### src/rtl/not_gate_monitor_if.sv
// not_gate_monitor_if: stimulus/response and result signals of the inverter monitor.
interface not_gate_monitor_if #(parameter int CNT_W = 8);
   logic             enable;
   logic             mon_in_not;
   logic             mon_out_not;
   logic             check_valid;
   logic             mismatch;
   logic [CNT_W-1:0] check_count;
   logic [CNT_W-1:0] err_count;
   logic             last_bad_in;
   logic             pass;
   modport master (
      output enable, mon_in_not, mon_out_not,
      input  check_valid, mismatch, check_count, err_count, last_bad_in, pass
   );
   modport slave (
      input  enable, mon_in_not, mon_out_not,
      output check_valid, mismatch, check_count, err_count, last_bad_in, pass
   );
endinterface

### src/rtl/not_gate_monitor.sv
// not_gate_monitor: waits for a stable inverter input, then checks the output is its complement.
module not_gate_monitor #(
   parameter int SETTLE_CYCLES = 2,
   parameter int CNT_W         = 8
) (
   input logic               clk,
   input logic               reset,
   not_gate_monitor_if.slave bus
);
   typedef enum logic [1:0] {IDLE, SETTLE, CHECK, HOLD} state_t;
   localparam logic [3:0] SETTLE_LAST = 4'(SETTLE_CYCLES - 1);
   state_t           state_q;
   logic [3:0]       settle_q;
   logic             prev_q;
   logic             cv_q;
   logic             mm_q;
   logic             lbi_q;
   logic             pass_q;
   logic [CNT_W-1:0] chk_q;
   logic [CNT_W-1:0] err_q;
   logic [CNT_W-1:0] chk_d;
   logic [CNT_W-1:0] err_d;
   logic             bad;
   // X/Z on the response is deliberately a failure
   assign bad   = bus.mon_out_not !== ~prev_q;
   assign chk_d = &chk_q ? chk_q : chk_q + CNT_W'(1);
   assign err_d = (bad && !(&err_q)) ? err_q + CNT_W'(1) : err_q;
   always_ff @(posedge clk) begin
      if (reset) begin
         state_q  <= IDLE;
         settle_q <= '0;
         prev_q   <= 1'b0;
         cv_q     <= 1'b0;
         mm_q     <= 1'b0;
         chk_q    <= '0;
         err_q    <= '0;
         lbi_q    <= 1'b0;
         pass_q   <= 1'b0;
      end else begin
         cv_q <= 1'b0;
         mm_q <= 1'b0;
         if (!bus.enable) state_q <= IDLE;
         else begin
            case (state_q)
               IDLE: begin
                  state_q  <= SETTLE;
                  prev_q   <= bus.mon_in_not;
                  settle_q <= '0;
               end
               SETTLE: begin
                  if (bus.mon_in_not != prev_q) begin
                     prev_q   <= bus.mon_in_not;
                     settle_q <= '0;
                  end else if (settle_q == SETTLE_LAST) state_q <= CHECK;
                  else settle_q <= settle_q + 4'd1;
               end
               CHECK: begin
                  state_q <= HOLD;
                  cv_q    <= 1'b1;
                  mm_q    <= bad;
                  chk_q   <= chk_d;
                  err_q   <= err_d;
                  pass_q  <= (|chk_d) && (err_d == '0);
                  if (bad) lbi_q <= prev_q;
               end
               HOLD: begin
                  if (bus.mon_in_not != prev_q) begin
                     state_q  <= SETTLE;
                     prev_q   <= bus.mon_in_not;
                     settle_q <= '0;
                  end
               end
               default: state_q <= IDLE;
            endcase
         end
      end
   end
   assign bus.check_valid = cv_q;
   assign bus.mismatch    = mm_q;
   assign bus.check_count = chk_q;
   assign bus.err_count   = err_q;
   assign bus.last_bad_in = lbi_q;
   assign bus.pass        = pass_q;
endmodule

### src/flat_wrapper.sv
// flat-port wrapper written by rule: the top's interface ports become plain ports
module not_gate_monitor_flat 
#(
   parameter int SETTLE_CYCLES = 2,
   parameter int CNT_W         = 8
)
  (clk, reset, bus_enable, bus_mon_in_not, bus_mon_out_not, bus_check_valid, bus_mismatch, bus_check_count, bus_err_count, bus_last_bad_in, bus_pass);
  not_gate_monitor_if #(.CNT_W(CNT_W)) bus_i ();
  input logic clk;
  input logic reset;
  input wire logic [$bits(bus_i.enable)-1:0] bus_enable;
  input wire logic [$bits(bus_i.mon_in_not)-1:0] bus_mon_in_not;
  input wire logic [$bits(bus_i.mon_out_not)-1:0] bus_mon_out_not;
  output wire logic [$bits(bus_i.check_valid)-1:0] bus_check_valid;
  output wire logic [$bits(bus_i.mismatch)-1:0] bus_mismatch;
  output wire logic [$bits(bus_i.check_count)-1:0] bus_check_count;
  output wire logic [$bits(bus_i.err_count)-1:0] bus_err_count;
  output wire logic [$bits(bus_i.last_bad_in)-1:0] bus_last_bad_in;
  output wire logic [$bits(bus_i.pass)-1:0] bus_pass;
  assign bus_i.enable = bus_enable;
  assign bus_i.mon_in_not = bus_mon_in_not;
  assign bus_i.mon_out_not = bus_mon_out_not;
  assign bus_check_valid = bus_i.check_valid;
  assign bus_mismatch = bus_i.mismatch;
  assign bus_check_count = bus_i.check_count;
  assign bus_err_count = bus_i.err_count;
  assign bus_last_bad_in = bus_i.last_bad_in;
  assign bus_pass = bus_i.pass;
  not_gate_monitor #(.SETTLE_CYCLES(SETTLE_CYCLES), .CNT_W(CNT_W)) u_core (.clk(clk), .reset(reset), .bus(bus_i));
endmodule
### config.mk
export PLATFORM = sky130hd
export DESIGN_NAME = not_gate_monitor_flat
export DESIGN_NICKNAME = d
export VERILOG_FILES = /design/src/rtl/not_gate_monitor_if.sv /design/src/rtl/not_gate_monitor.sv /design/src/flat_wrapper.sv
export SDC_FILE = /design/constraint.sdc
export NUM_CORES = 1
export LEC_CHECK = 0
export BUFFER_PORTS_ARGS = -buffer_cell sky130_fd_sc_hd__buf_2
export CELL_PAD_IN_SITES_DETAIL_PLACEMENT = 1
export CELL_PAD_IN_SITES_GLOBAL_PLACEMENT = 2
export CORE_AREA = 2 2 70 72
export CTS_CLUSTER_SIZE = 8
export DETAILED_ROUTE_END_ITERATION = 16
export DIE_AREA = 0 0 72 74
export PLACE_DENSITY_LB_ADDON = 0.05
export SKIP_CTS_REPAIR_TIMING = 1
export SLEW_MARGIN = 5
export SYNTH_ARGS = -nofsm -noshare
export SYNTH_HDL_FRONTEND = slang
export SYNTH_SLANG_ARGS = --single-unit
### constraint.sdc
create_clock -name clk -period 3.6 [get_ports clk]
set_clock_uncertainty 0.1 [all_clocks]
set_input_delay 0.72 -clock clk [delete_from_list [all_inputs] [get_ports clk]]
set_output_delay 0.72 -clock clk [all_outputs]
set_load 0.005 [all_outputs]
; ---- Word level (Yosys, flattened, before mapping)
; Cells that the tools add are included.
[classes]
addsub = 3
eq_ne = 11
muxes = 13
n_bitwise = 3
reduce_logical = 18
[ops]
columns = op, n
row1 = adder 8 x 1 -> 8 bit (second input constant), 2
row2 = 2-to-1 mux 8 bit, 2
row3 = AND reduction 8 bit, 2
row4 = 2-to-1 mux 4 bit, 3
row5 = one-hot mux 4 bit (3 select lines), 1
row6 = AND reduction 3 bit, 3
row7 = logical NOT 8 bit, 1
row8 = one-hot mux 2 bit (4 select lines), 1
row9 = OR reduction 8 bit, 1
row10 = 2-to-1 mux 2 bit, 3
row11 = != test 2 x 1 -> 1 bit (second input constant), 3
row12 = adder 4 x 1 -> 4 bit (second input constant), 1
row13 = equality test 2 bit (second input constant), 2
row14 = equality test 4 x 1 -> 1 bit (second input constant), 1
row15 = AND reduction 4 bit, 1
row16 = OR reduction 2 bit, 2
row17 = != test 3 x 2 -> 1 bit (second input constant), 1
row18 = inverter 1 bit, 3
row19 = nonzero test 3 bit, 1
row20 = OR reduction 3 bit, 1
row21 = equality test 2 x 1 -> 1 bit (second input constant), 1
row22 = logical AND 1 bit, 2
row23 = logical NOT 2 bit, 1
row24 = 2-to-1 mux 1 bit, 2
row25 = 7 further kinds, 7
[totals]
reg_bits = 27
input_bits = 5
out_inout_bits = 20
elab_cells = 57

; ---- Depth between registers and ports, before layout
[logic_depth]
depth_word = 6
ltp_mapped = 8

; ---- Worst setup path before layout
; No wires, ideal clock.
[synth_timing]
path_kind = reg-to-reg
startpoint = register u_core.chk_q[0], in the netlist u_core.bus.check_count[0]
endpoint = register u_core.pass_q, in the netlist u_core.bus.pass
arrival_time_ns = 1.594
required_ns = 3.384
path_slack_ns = 1.790
path_stages_with_launch = 7
n_path_buf = 0
period_less_slack_ns = 1.810
cell_sequence = dfxtp_1 ha_1 and3_1 a21o_1 a2111oi_2 a211oi_2 a31o_1
[synth_between]
elab_chain_len = 4
elab_cells_between_ends = 5
[synth_lines]
columns = item, line_no
row1 = "start, declared", not_gate_monitor.sv:19  ; logic [CNT_W-1:0] chk_q;
row2 = "start signal, assigned", not_gate_monitor.sv:61  ; chk_q <= chk_d;
row3 = adder 8 x 1 -> 8 bit / AND reduction 8 bit (equally long branches), not_gate_monitor.sv:26  ; assign chk_d = &chk_q ? chk_q : chk_q + CNT_W'(1);
row4 = 2-to-1 mux 8 bit (*), not_gate_monitor.sv:26
row5 = OR reduction 8 bit (*), not_gate_monitor.sv:63  ; pass_q <= (|chk_d) && (err_d == '0);
row6 = logical AND 1 bit (*), not_gate_monitor.sv:63
row7 = "end signal, assigned", not_gate_monitor.sv:63
row8 = "end, declared", not_gate_monitor.sv:18  ; logic pass_q;
; Mark *: on every way between the ends. The rest lies on a longest branch, timed or not.
; A chain may end at the register's enable or synchronous reset.

; ---- Worst setup path in the final report
[layout_timing]
startpoint = input bus_mon_out_not
endpoint = register u_core.err_q[3], in the netlist u_core.bus.err_count[3]
[layout_between]
elab_chain_len = 3
[layout_lines]
columns = item, line_no
row1 = "start, declared", flat_wrapper.sv:13  ; input wire logic [$bits(bus_i.mon_out_not)-1:0] bus_mon_out_not;
row2 = !== test 1 bit, not_gate_monitor.sv:25  ; assign bad = bus.mon_out_not !== ~prev_q;
row3 = logical AND 1 bit, not_gate_monitor.sv:27  ; assign err_d = (bad && !(&err_q)) ? err_q + CNT_W'(1) : err_q;
row4 = 2-to-1 mux 8 bit, not_gate_monitor.sv:27
row5 = "end signal, assigned", not_gate_monitor.sv:62  ; err_q <= err_d;
row6 = "end, declared", not_gate_monitor.sv:20  ; logic [CNT_W-1:0] err_q;
; No other way between the ends.

==> reports/qor.yml <==
power:
  vdd_drop_max_uv: 118
  leakage_nw: 0.732
  clock_power_share_pct: 33.8
  p_sw_mw: 0.133
  power_frac_comb_pct: 8.2
  switching_share_pct: 25.1
  p_per_area_nw_per_um2: 297
  p_int_mw: 0.397
  p_seq_share_pct: 58.0
  power_mw: 0.530
critical_path:
  start_kind: "input port"
  slowest_stage: "xnor2_2"
  critPathMaxStageDelay_ps: 470
  worstPathMaxFanout: 13
  crit_required_ps: 3710
  cp.arrival_ps: 2140
  critical_path_class: "in -> reg"
  endpoint_kind: "flop"
  path_cells: "buf_2 -> xnor2_2 -> o211ai_2 -> or3_1 -> a21oi_1"
die:
  ios: 25
  row_count: 25
  die_area_um2: 5330
  start_util_pct: 35.0
  die_w_um: 72
  core_area_um2: 4600
  die_y_um: 74
sta:
  final.setup.tns_ps: 0
  period_minus_slack_ps: 2030
  period_share_pct: 56.5
  holdWs_ps: 405
  clock.fmax_mhz: 492
  worst-slew-pin-transition_ps: 590
  setup_viol: 0
  worst_slack_ps: 1570
  maxSlewHeadroom_pct: 60.5
  slew_violations: 0
  rsz0062_at_grt: "false"
  hold_viol_final: 0
route:
  first_iter_violations: 64
  routed_via_density: 5.47
  drt_pre_antenna_iters: 4
  antenna_left: 0
  wl_per_cell_um: 14.7
  wl_um: 3900
  routed-via-count: 1455
  drc: 0
synth:
  yosysUniqueCellTypes: 47
  synth_top_area_share_pct: 33.6
  synth_area_leaders: "dfxtp_1 34%, nor2_1 6.8%, ha_1 5.4%"
  async_flop_share_pct: 0
  synth-seq-area-share_pct: 33.6
  syn_area_um2: 1610
  synth_area_leader_cell: "dfxtp_1"
  synth-seq-cells: 27
  synthTopCellsByCount: "29 x nor2_1, 27 x dfxtp_1, 12 x o21ai_0, 11 x a21oi_1, 11 x nand2_1"
  yosysMostFrequentCell: "nor2_1"
  synthFlopType: "dfxtp_1"
  syn_inst: 194
  synth_nets: 206
  syn_area_per_cell_um2: 8.30
  yosysWarnings: 0
  synth_edf_count: 0
cells_and_area:
  instances_no_fill: 266
  syn2layout_area_growth_pct: 10.9
  stdcell_area_um2: 1790
  drive_gt1_share_pct: 16.5
  final_util_pct: 38.8
  nets: 225
  diodes: 0
grt:
  grt_pass1_vias: 1352
  grt_max_degree: 25
  grt_pass1_wl_um: 6470
  grt-ovfl-total: 0
  grt_util_all_layers_pct: 15.3
  antenna_found_initial: 0
clocking:
  cts.sinks: 27
  cts_htree_levels: 1
  cts_buffers: 3
  cts_tree: "yes"
  insertion_delay_ps: 280
  clk_pin_slew_ps: 100
  clockBufferDepth: 2
  clk_root_buffer_cell: "clkbuf_8"
placement:
  place_area_um2: 1740
  gp_congestion: 0.724
  dp.cells: 262
  io_buffer_count: 24
  place_ws_ps: 1290
  hpwl_um: 2920
min_path:
  hp-class: "reg -> reg"
run:
  maxCapViolCount: 0
status:
  status: "completed"
==> kinds of logic (layout without fill, tap and decap cells) <==
family | count (synthesis) | in the layout | share of synthesized area (%)
compound gates | 43 | 43 | 18.3
xor+xnor | 12 | 12 | 6.99
fa+ha+maj | 7 | 7 | 5.44
buf+inv | 15 | 33 | 4.82
flops | 27 | 27 | 33.6
mux | 7 | 7 | 4.51
simple gates | 83 | 83 | 26.3
==> state kept, by name, summed over array words and instances (netlist names) <==
name                    flops
u_core.bus.check_count      8
u_core.bus.err_count        8
u_core.settle_q             4
u_core.state_q              2
u_core.bus.check_valid      1
u_core.bus.last_bad_in      1
u_core.bus.mismatch         1
u_core.bus.pass             1
u_core.prev_q               1
==> layout by cell type (no fill, tap or decap), types with 2 or more instances in the layout <==
cell type and instances:
a21o_1 3, a21oi_1 11, a311oi_1 4, a31oi_1 2, and2_1 3, and3_1 6
and4_1 2, buf_2 24, clkbuf_8 3, dfxtp_1 27, ha_1 7, inv_1 5
mux2_2 2, mux2i_1 5, nand2_1 11, nand2b_1 2, nand3_1 10, nand4_1 3
nor2_1 29, nor3_1 4, nor3b_1 2, o21ai_0 12, or3_1 4, xnor2_1 6
xor2_1 5
==> area by class of cell <==
class | count | area [um^2]
multi-input cells | 152 | 992
clock inverters | 1 | 5.00
inverters | 5 | 18.8
clock buffers | 3 | 41.3
repair buffers | 24 | 120
flip-flops and latches | 27 | 541
well taps | 54 | 67.6
fillers | 570 | 2810
==> path summary, 6_finish.rpt <==
kind                      startpoint  slack [ps]                      end  cells after the start
max                  bus_mon_out_not        1570  u_core.bus.err_count[3]                      5
min           u_core.bus.last_bad_in         410   u_core.bus.last_bad_in                      2
max reg2reg  u_core.bus.err_count[0]        1590          u_core.bus.pass                      6
min reg2reg   u_core.bus.last_bad_in         410   u_core.bus.last_bad_in                      2
==> routing by layer <==
metal	track usage [%]	up-vias	wire length (um)
li1	-	729	-
met1	19.9	701	1900
met2	26.4	21	1850
met3	2.17	4	114
met4	5.03	0	36
met5	0	-	0
==> critical path, delay by kind of cell <==
family,cells,cell delay [ps]
xor gates and xnor gates,1,470
AOI/OAI and AO/OA,2,450
and+or+nand+nor,1,370
buffers and inverters,1,120
==> power groups by stage <==
| stage | Clock, mW | Sequential (mW) | Combinational, mW |
|---|---|---|---|
| 2_1_floorplan | 0 | 0.313 | 0.0335 |
| 3_3_place_gp | 0 | 0.314 | 0.0422 |
| 3_5_place_dp | 0 | 0.314 | 0.0437 |
| 4_1_cts | 0.187 | 0.307 | 0.0438 |
| 5_1_grt | 0.195 | 0.308 | 0.0490 |
| 6_report | 0.179 | 0.307 | 0.0433 |
No activity file was read; power rests on OpenSTA's default activity.
